$ cat src/rtl/multiband_frequency_analyzer.sv
// Half-period classifier: measures ticks between input edges, bins them into up to four bands.
// Define MULTIBAND_FREQUENCY_ANALYZER_SYNC_EN to pass sample_data through a 2-flop synchroniser.
module multiband_frequency_analyzer #(
   parameter int unsigned BANDS           = 2,
   parameter int unsigned FREQUENCY0      = 9000,
   parameter int unsigned FREQUENCY1      = 11000,
   parameter int unsigned FREQUENCY2      = 13000,
   parameter int unsigned FREQUENCY3      = 15000,
   parameter int unsigned DEVIATION0      = 10,
   parameter int unsigned DEVIATION1      = 10,
   parameter int unsigned DEVIATION2      = 10,
   parameter int unsigned DEVIATION3      = 10,
   parameter int unsigned CLOCK_FREQUENCY = 50000000,
   parameter int unsigned ACC_WIDTH       = 32,
   parameter int unsigned HIT_WIDTH       = 16,
   parameter int unsigned TIMEOUT_TICKS   = 65535
) (
   input  logic                         clock,
   input  logic                         clear,
   input  logic                         sample_data,
   input  logic                         enable,
   input  logic                         snapshot,
   output logic [BANDS*ACC_WIDTH-1:0]   band_value,
   output logic [BANDS*HIT_WIDTH-1:0]   band_hits,
   output logic                         band_valid,
   output logic [1:0]                   band_index,
   output logic                         band_miss,
   output logic                         timeout
);

   localparam int unsigned CW   = $clog2(TIMEOUT_TICKS + 1);
   localparam int unsigned SUMW = ((ACC_WIDTH > CW) ? ACC_WIDTH : CW) + 1;
   localparam logic [CW-1:0] TIMEOUT_CNT = CW'(TIMEOUT_TICKS);

   localparam int unsigned PER0 = CLOCK_FREQUENCY / (2 * FREQUENCY0);
   localparam int unsigned PER1 = CLOCK_FREQUENCY / (2 * FREQUENCY1);
   localparam int unsigned PER2 = CLOCK_FREQUENCY / (2 * FREQUENCY2);
   localparam int unsigned PER3 = CLOCK_FREQUENCY / (2 * FREQUENCY3);
   localparam int unsigned DEV0 = PER0 * DEVIATION0 / 100;
   localparam int unsigned DEV1 = PER1 * DEVIATION1 / 100;
   localparam int unsigned DEV2 = PER2 * DEVIATION2 / 100;
   localparam int unsigned DEV3 = PER3 * DEVIATION3 / 100;
   localparam int unsigned LO0 = PER0 - DEV0;
   localparam int unsigned LO1 = PER1 - DEV1;
   localparam int unsigned LO2 = PER2 - DEV2;
   localparam int unsigned LO3 = PER3 - DEV3;
   localparam int unsigned HI0 = PER0 + DEV0;
   localparam int unsigned HI1 = PER1 + DEV1;
   localparam int unsigned HI2 = PER2 + DEV2;
   localparam int unsigned HI3 = PER3 + DEV3;

   typedef enum logic [1:0] {IDLE, ARMED, MEASURE} state_t;

   state_t                 state_q, state_d;
   logic                   sample_s;
   logic                   level_q;
   logic                   edge_det;
   logic [CW-1:0]          count_q, count_d;
   logic                   classify;
   logic                   expire;
   logic [31:0]            len;
   logic [3:0]             match;
   logic                   hit_any;
   logic [1:0]             hit_idx;
   logic [ACC_WIDTH-1:0]   acc_q [BANDS];
   logic [ACC_WIDTH-1:0]   acc_d [BANDS];
   logic [HIT_WIDTH-1:0]   hits_q [BANDS];
   logic [HIT_WIDTH-1:0]   hits_d [BANDS];
   logic [ACC_WIDTH-1:0]   acc_base;
   logic [HIT_WIDTH-1:0]   hits_base;
   logic [SUMW-1:0]        acc_sum;
   logic [BANDS*ACC_WIDTH-1:0] value_q;
   logic [BANDS*HIT_WIDTH-1:0] hits_out_q;
   logic                   valid_q;
   logic                   miss_q;
   logic [1:0]             index_q;
   logic                   timeout_q;

`ifdef MULTIBAND_FREQUENCY_ANALYZER_SYNC_EN
   logic sync1_q, sync2_q;

   always_ff @(posedge clock) begin
      if (!clear) begin
         sync1_q <= 1'b0;
         sync2_q <= 1'b0;
      end else begin
         sync1_q <= sample_data;
         sync2_q <= sync1_q;
      end
   end

   assign sample_s = sync2_q;
`else
   assign sample_s = sample_data;
`endif

   // level_q follows the input every cycle, so it is the reference level when arming
   assign edge_det = (sample_s != level_q);

   always_ff @(posedge clock) begin
      if (!clear) state_q <= IDLE;
      else        state_q <= state_d;
   end

   always_comb begin
      state_d = state_q;
      if (!enable) begin
         state_d = IDLE;
      end else begin
         case (state_q)
            IDLE:    state_d = ARMED;
            ARMED:   if (edge_det) state_d = MEASURE;
            MEASURE: if (!edge_det && count_q == TIMEOUT_CNT) state_d = ARMED;
            default: state_d = IDLE;
         endcase
      end
   end

   always_comb begin
      count_d  = '0;
      classify = 1'b0;
      expire   = 1'b0;
      if (enable) begin
         case (state_q)
            ARMED: if (edge_det) count_d = CW'(1);
            MEASURE: begin
               if (edge_det) begin
                  classify = 1'b1;
                  count_d  = CW'(1);
               end else if (count_q == TIMEOUT_CNT) begin
                  expire = 1'b1;
               end else begin
                  count_d = count_q + CW'(1);
               end
            end
            default: ;
         endcase
      end
   end

   // Lowest band index wins on overlap
   always_comb begin
      len      = 32'(count_q);
      match[0] = (BANDS > 0) && (len >= LO0) && (len <= HI0);
      match[1] = (BANDS > 1) && (len >= LO1) && (len <= HI1);
      match[2] = (BANDS > 2) && (len >= LO2) && (len <= HI2);
      match[3] = (BANDS > 3) && (len >= LO3) && (len <= HI3);
      hit_any  = |match;
      if      (match[0]) hit_idx = 2'd0;
      else if (match[1]) hit_idx = 2'd1;
      else if (match[2]) hit_idx = 2'd2;
      else               hit_idx = 2'd3;
   end

   // Snapshot zeroes the base first so a coincident classification starts the new totals
   always_comb begin
      acc_base  = '0;
      hits_base = '0;
      acc_sum   = '0;
      for (int unsigned k = 0; k < BANDS; k++) begin
         acc_base  = snapshot ? '0 : acc_q[k];
         hits_base = snapshot ? '0 : hits_q[k];
         acc_d[k]  = acc_base;
         hits_d[k] = hits_base;
         if (classify && hit_any && (hit_idx == 2'(k))) begin
            acc_sum = SUMW'(acc_base) + SUMW'(count_q);
            if (acc_sum[SUMW-1:ACC_WIDTH] != '0) acc_d[k] = '1;
            else                                 acc_d[k] = acc_sum[ACC_WIDTH-1:0];
            if (!(&hits_base)) hits_d[k] = hits_base + HIT_WIDTH'(1);
         end
      end
   end

   always_ff @(posedge clock) begin
      if (!clear) begin
         level_q    <= 1'b0;
         count_q    <= '0;
         value_q    <= '0;
         hits_out_q <= '0;
         valid_q    <= 1'b0;
         miss_q     <= 1'b0;
         index_q    <= '0;
         timeout_q  <= 1'b0;
         for (int unsigned k = 0; k < BANDS; k++) begin
            acc_q[k]  <= '0;
            hits_q[k] <= '0;
         end
      end else begin
         level_q <= sample_s;
         count_q <= count_d;
         for (int unsigned k = 0; k < BANDS; k++) begin
            acc_q[k]  <= acc_d[k];
            hits_q[k] <= hits_d[k];
            if (snapshot) begin
               value_q[k*ACC_WIDTH +: ACC_WIDTH]    <= acc_q[k];
               hits_out_q[k*HIT_WIDTH +: HIT_WIDTH] <= hits_q[k];
            end
         end
         valid_q <= classify && hit_any;
         miss_q  <= classify && !hit_any;
         if (classify && hit_any) index_q <= hit_idx;
         if (expire)        timeout_q <= 1'b1;
         else if (snapshot) timeout_q <= 1'b0;
      end
   end

   assign band_value = value_q;
   assign band_hits  = hits_out_q;
   assign band_valid = valid_q;
   assign band_index = index_q;
   assign band_miss  = miss_q;
   assign timeout    = timeout_q;

endmodule

$ cat config.mk
export PLATFORM = sky130hd
export DESIGN_NAME = multiband_frequency_analyzer
export DESIGN_NICKNAME = d
export VERILOG_FILES = /design/src/rtl/multiband_frequency_analyzer.sv
export SDC_FILE = /design/constraint.sdc
export NUM_CORES = 1
export LEC_CHECK = 0
export ABC_AREA = 1
export BUFFER_PORTS_ARGS = -buffer_cell sky130_fd_sc_hd__buf_4
export CAP_MARGIN = 30
export CELL_PAD_IN_SITES_DETAIL_PLACEMENT = 0
export CELL_PAD_IN_SITES_GLOBAL_PLACEMENT = 1
export CORE_MARGIN = 2
export CORE_UTILIZATION = 43
export DETAILED_ROUTE_END_ITERATION = 7
export PLACE_DENSITY_LB_ADDON = 0.1
export SETUP_SLACK_MARGIN = 0.15
export SYNTH_ARGS = -nofsm -noshare
export SYNTH_HDL_FRONTEND = slang
export SYNTH_SLANG_ARGS = --single-unit
$ cat constraint.sdc
create_clock -name clock -period 3.1 [get_ports clock]
set_input_delay 0.155 -clock clock [delete_from_list [all_inputs] [get_ports clock]]
set_output_delay 0.155 -clock clock [all_outputs]
set_load 0.03 [all_outputs]
# Yosys cells after proc, flatten, opt, wreduce, memory -nomap -nowiden
# Memory sizes are Yosys's and may differ from the RTL's.
# Cells that the tools add are included.
# totals
regBits	120
ram_bits	96
memories	2
# mem_list
memory	depth	word_bits	read_ports	rd_clocked_by_memory_dff	write_ports	line_no	text
acc_q	2	32	2	0	2	65	logic [ACC_WIDTH-1:0] acc_q [BANDS];
hits_q	2	16	2	0	2	67	logic [HIT_WIDTH-1:0] hits_q [BANDS];
# classes
add_sub_neg	5
magnitude_cmp	4
eq_ne	7
muxes	36
bitwise	4
reduce_logical	17
# op_table
operator	n
2-to-1 mux 32 bit	8
2-to-1 mux 16 bit	10
adder 32 x 16 -> 33 bit	2
adder 16 x 1 -> 16 bit, second input constant	3
less-or-equal comparator 16 x 12 -> 1 bit, second input constant	2
one-hot mux 16 bit (2 select lines)	1
AND reduction 16 bit	2
equality test 16 bit, second input constant	1
>= comparator 16 x 11 -> 1 bit, second input constant	1
>= comparator 16 x 12 -> 1 bit, second input constant	1
2-to-1 mux 1 bit	12
2-to-1 mux 2 bit	4
logical AND 1 bit	7
one-hot mux 2 bit (3 select lines)	1
equality test 2 x 1 -> 1 bit, second input constant	2
logical NOT 2 bit	2
!= test 2 bit, second input constant	2
OR 1 bit	4
AND reduction 2 bit	2
equality test 2 bit, second input constant	1
logical NOT 1 bit	2
nonzero test 2 bit	1
OR reduction 2 bit	1
!= test 1 bit	1

# Longest topological paths before layout
# depth
depth_word	8
depth_mapped	21
depth_no_buf	17

# Worst setup path before layout
# Ideal clock, no wire load.
# synth_timing
kind	in2reg
startpoint	input snapshot
endpoint	memory acc_q[0][8]
setup_ps	116
arrival_ps	2593
required_time_ps	2984
path_slack_ps	391
stages	19
n_path_buf	6
path_cell_list	buf_6 -> buf_6 -> buf_6 -> buf_2 -> buf_2 -> nor2_1 -> ha_1 -> fa_1 -> nand2_1 -> nand3_1 -> nand2_1 -> o21ai_0 -> nand2_1 -> nand2_1 -> nand2_1 -> nand2_2 -> buf_4 -> nor2_1 -> nor2_1
# synth_lines
item	line_no	text
from (decl)	22	input logic snapshot,
to (decl)	65	

==> impl_metrics.py <==
metrics = {
    "pwr": {
        "intPower_mw": 4.89,
        "power_leakage_nw": 6.67,
        "sw_frac_of_total": 0.241,
        "power.share.clock": 0.486,
        "power.density_nw_per_um2": 440,
        "total_power_mw": 6.44,
        "power.combinational.fraction": 0.068,
        "max_vdd_drop_uv": 363,
        "p_seq_frac": 0.446,
        "switchingPower_mw": 1.55,
    },
    "timing": {
        "timing_hold_violations_final": 0,
        "timing.max_slew.rel_slack": 0.654,
        "rsz0062_at_grt": "false",
        "setup_tns_ns": 0,
        "fmax_mhz": 390,
        "total_of_endpoints_with_negative_setup_slack_in_the_final_report": 0,
        "finClkSkew_ns": 0.00681,
        "worst-slew-pin-transition_ns": 0.519,
        "layout_min_cycle_time_ns": 2.56,
        "finalCritPeriodShare": 0.826,
        "number_of_max_slew_violations_in_the_final_report": 0,
    },
    "drt": {
        "viasPerCell": 4.98,
        "initialDrtViolationCount": 599,
        "length_of_the_first_detailed_routing_pass_in_iterations": 5,
        "drt.antenna.violating_nets": 0,
        "postRouteWirelength_um": 35900,
        "num_vias": 12125,
        "drc_violation_count_after_routing": 0,
        "per_cell_routed_wire_length_um": 14.7,
    },
    "die": {
        "total_die_area_um2": 30700,
        "design.portCount": 106,
        "rows": 62,
        "die_height_um": 175,
        "core_um2": 28800,
        "initial_core_util": 0.438,
        "die_w_um": 175,
    },
    "placed_design": {
        "io_buffers": 105,
        "dp_hpwl_um": 26300,
        "gp_congestion": 0.900,
        "placed_cells_incl_taps": 2386,
    },
    "synth": {
        "synth_most_common_cell": "sky130_fd_sc_hd__nand2_1",
        "synth_top_cell_by_area": "sky130_fd_sc_hd__dfxtp_1",
        "post_synth_inst_count": 1952,
        "synth-edff-count": 0,
        "avgSynthCellArea_um2": 6.46,
        "syn_area_um2": 12600,
        "synthTopCellsByCount": "sky130_fd_sc_hd__nand2_1 (444), sky130_fd_sc_hd__nor2_1 (267), sky130_fd_sc_hd__inv_1 (256)",
        "yosysUniqueCellTypes": 43,
        "predominant_post_synthesis_flop_cell": "sky130_fd_sc_hd__dfxtp_1",
        "synth_top_cell_area_share": 0.343,
        "postSynthNetCount": 2001,
        "postSynthRegisterBits": 216,
        "synth_seq_area_share": 0.343,
        "ys_async_sr_fraction": 0,
        "synth_area_leaders": "sky130_fd_sc_hd__dfxtp_1 (34%), sky130_fd_sc_hd__nand2_1 (13%), sky130_fd_sc_hd__nor2_1 (8.0%)",
        "synth-warning-count": 0,
    },
    "setup_path": {
        "path_buf_inv": 2,
        "critical_path.most_common_cell": "sky130_fd_sc_hd__o21ai_0",
        "worstSetupStartpointType": "flip-flop",
        "worst-path-max-fanout": 19,
        "crit_family": "compound AO/OA/AOI/OAI gates",
        "crit_type": "flip-flop to flip-flop",
        "max_stage_delay_ns": 0.60,
        "arrival_worst_endpoint_ns": 3.00,
        "slowest_stage": "sky130_fd_sc_hd__dfxtp_1",
        "cp_cell_sequence": "inv_1 -> ha_1 -> a21oi_1 -> nand2_1 -> o21ai_0 -> nand3_1 -> nor2_4 -> buf_4 -> o21ai_0 -> a31oi_1",
        "end_kind": "flip-flop",
        "critPathRequiredTime_ns": 3.54,
    },
    "min_path": {
        "hold_class": "input port to flip-flop",
    },
    "final_layout": {
        "fillers": 3033,
        "stdcell_count": 2435,
        "antenna_cells": 0,
        "nNetsFinal": 2081,
        "utilization": 0.509,
        "drive_above_1_share": 0.111,
        "syn2layout_area_growth_pct": 16.3,
    },
    "run_status": {
        "run_status": "finished clean",
    },
    "cts": {
        "cts.root.buffer_cell": "sky130_fd_sc_hd__clkbuf_16",
        "cts_max_path_buffers": 3,
        "cts_tree": "done",
        "tritoncts.num_buffers": 26,
        "post_cts_buffers": 0,
        "worst_setup_hold_path_clk_slew_ns": 0.06,
        "htree_levels": 1,
        "insertion_delay_ns": 0.53,
        "clock-sinks": 216,
    },
    "grt": {
        "antenna_found_initial": 0,
        "vias_in_the_first_global_route": 11712,
        "grt.overflow.total": 0,
        "gr-usage-all-layers": 0.234,
        "largest_net_degree_at_the_start_of_global_routing": 64,
        "grt_first_pass_wirelength_um": 59400,
    },
    "job": {
        "drv.max_cap_violation_count": 0,
    },
}
## cell type report
| cell class | count | area, um^2 | area share |
|---|---|---|---|
| sequential | 216 | 4320 | 0.295 |
| multi-input combinational | 1393 | 6900 | 0.471 |
| inverter | 264 | 991 | 0.0676 |
| tap | 384 | 480 | 0.0328 |
| clock buffer | 35 | 776 | 0.0529 |
| clock inverter | 12 | 119 | 0.00811 |
| timing repair buffer | 131 | 1070 | 0.0730 |
## kinds of logic after synthesis
| logic type | count (synthesis) | share of synthesized area |
|---|---|---|
| AO/OA/AOI/OAI | 364 | 0.147 |
| adder cells (fa/ha/maj) | 44 | 0.0449 |
| flip-flops | 216 | 0.343 |
| buffers and inverters | 343 | 0.111 |
| XOR/XNOR | 56 | 0.0389 |
| AND/OR/NAND/NOR | 929 | 0.315 |
## final timing paths
kind	from	endpoint	slack, ns	depth (start not counted)
min	clear	hits_q[0][12]	0.12	3
min reg2reg	band_index[1]	band_index[1]	0.45	2
max reg2reg	count_q[1]	acc_q[0][34]	0.54	10
max	count_q[1]	acc_q[0][34]	0.54	10
## per-stage QoR
step | setup slack, ns | instance area, um^2 | hold slack [ns]
floorplan | 0.391 | 12600 | 0.248
global placement | 0.393 | 13700 | 0.346
detailed placement | 0.410 | 13700 | 0.357
CTS | 0.478 | 14600 | 0.0935
global route | 0.202 | 14700 | 0.148
finish | 0.539 | 14700 | 0.118
## power groups by stage
| stage | sequential (mW) | clock [mW] | combinational (mW) |
|---|---|---|---|
| 2_1_floorplan | 3.05 | 0 | 0.161 |
| 3_3_place_gp | 2.93 | 0 | 0.431 |
| 3_5_place_dp | 2.93 | 0 | 0.440 |
| 4_1_cts | 2.87 | 3.21 | 0.444 |
| 5_1_grt | 2.88 | 3.32 | 0.476 |
| 6_report | 2.87 | 3.13 | 0.439 |
## state kept, by name, summed over array words and instances, names as in the netlist
name	cells
band_valid	1
acc_q	64
timeout	1
band_value	64
state_q	2
band_index	2
band_miss	1
hits_q	32
level_q	1
band_hits	32
count_q	16
## worst min-delay path: cells and delay by family
kind                   cells  cell delay, ns
AND/OR/NAND/NOR            2            0.16
buffers and inverters      1            0.27
## timing repair
item	CTS	global route
hold endpoints to repair	3	0
setup endpoints to repair	0	5
hold buffers	2	0
gates resized for setup	0	2
## placed cells by master (no fill, tap or decap), types with 6 or more instances in the layout
cell type and count:
sky130_fd_sc_hd__a21oi_1 178, sky130_fd_sc_hd__buf_12 6, sky130_fd_sc_hd__buf_4 122, sky130_fd_sc_hd__clkbuf_16 27, sky130_fd_sc_hd__clkbuf_8 8, sky130_fd_sc_hd__clkinv_2 7
sky130_fd_sc_hd__dfxtp_1 216, sky130_fd_sc_hd__ha_1 42, sky130_fd_sc_hd__inv_1 255, sky130_fd_sc_hd__inv_2 9, sky130_fd_sc_hd__nand2_1 444, sky130_fd_sc_hd__nand3_1 113
sky130_fd_sc_hd__nand3b_1 7, sky130_fd_sc_hd__nand4_1 19, sky130_fd_sc_hd__nor2_1 267, sky130_fd_sc_hd__nor2_2 16, sky130_fd_sc_hd__nor2_4 8, sky130_fd_sc_hd__nor3_1 23
sky130_fd_sc_hd__nor3_2 7, sky130_fd_sc_hd__o21ai_0 161, sky130_fd_sc_hd__o21ai_1 9, sky130_fd_sc_hd__xnor2_1 13, sky130_fd_sc_hd__xor2_1 43
## layer usage
metal,GRT usage,wire length [um]
met3,0.0407,1800
met2,0.405,16900
met5,0,0
met4,0.0486,599
met1,0.306,16600
No activity file was read; power rests on OpenSTA's default activity.
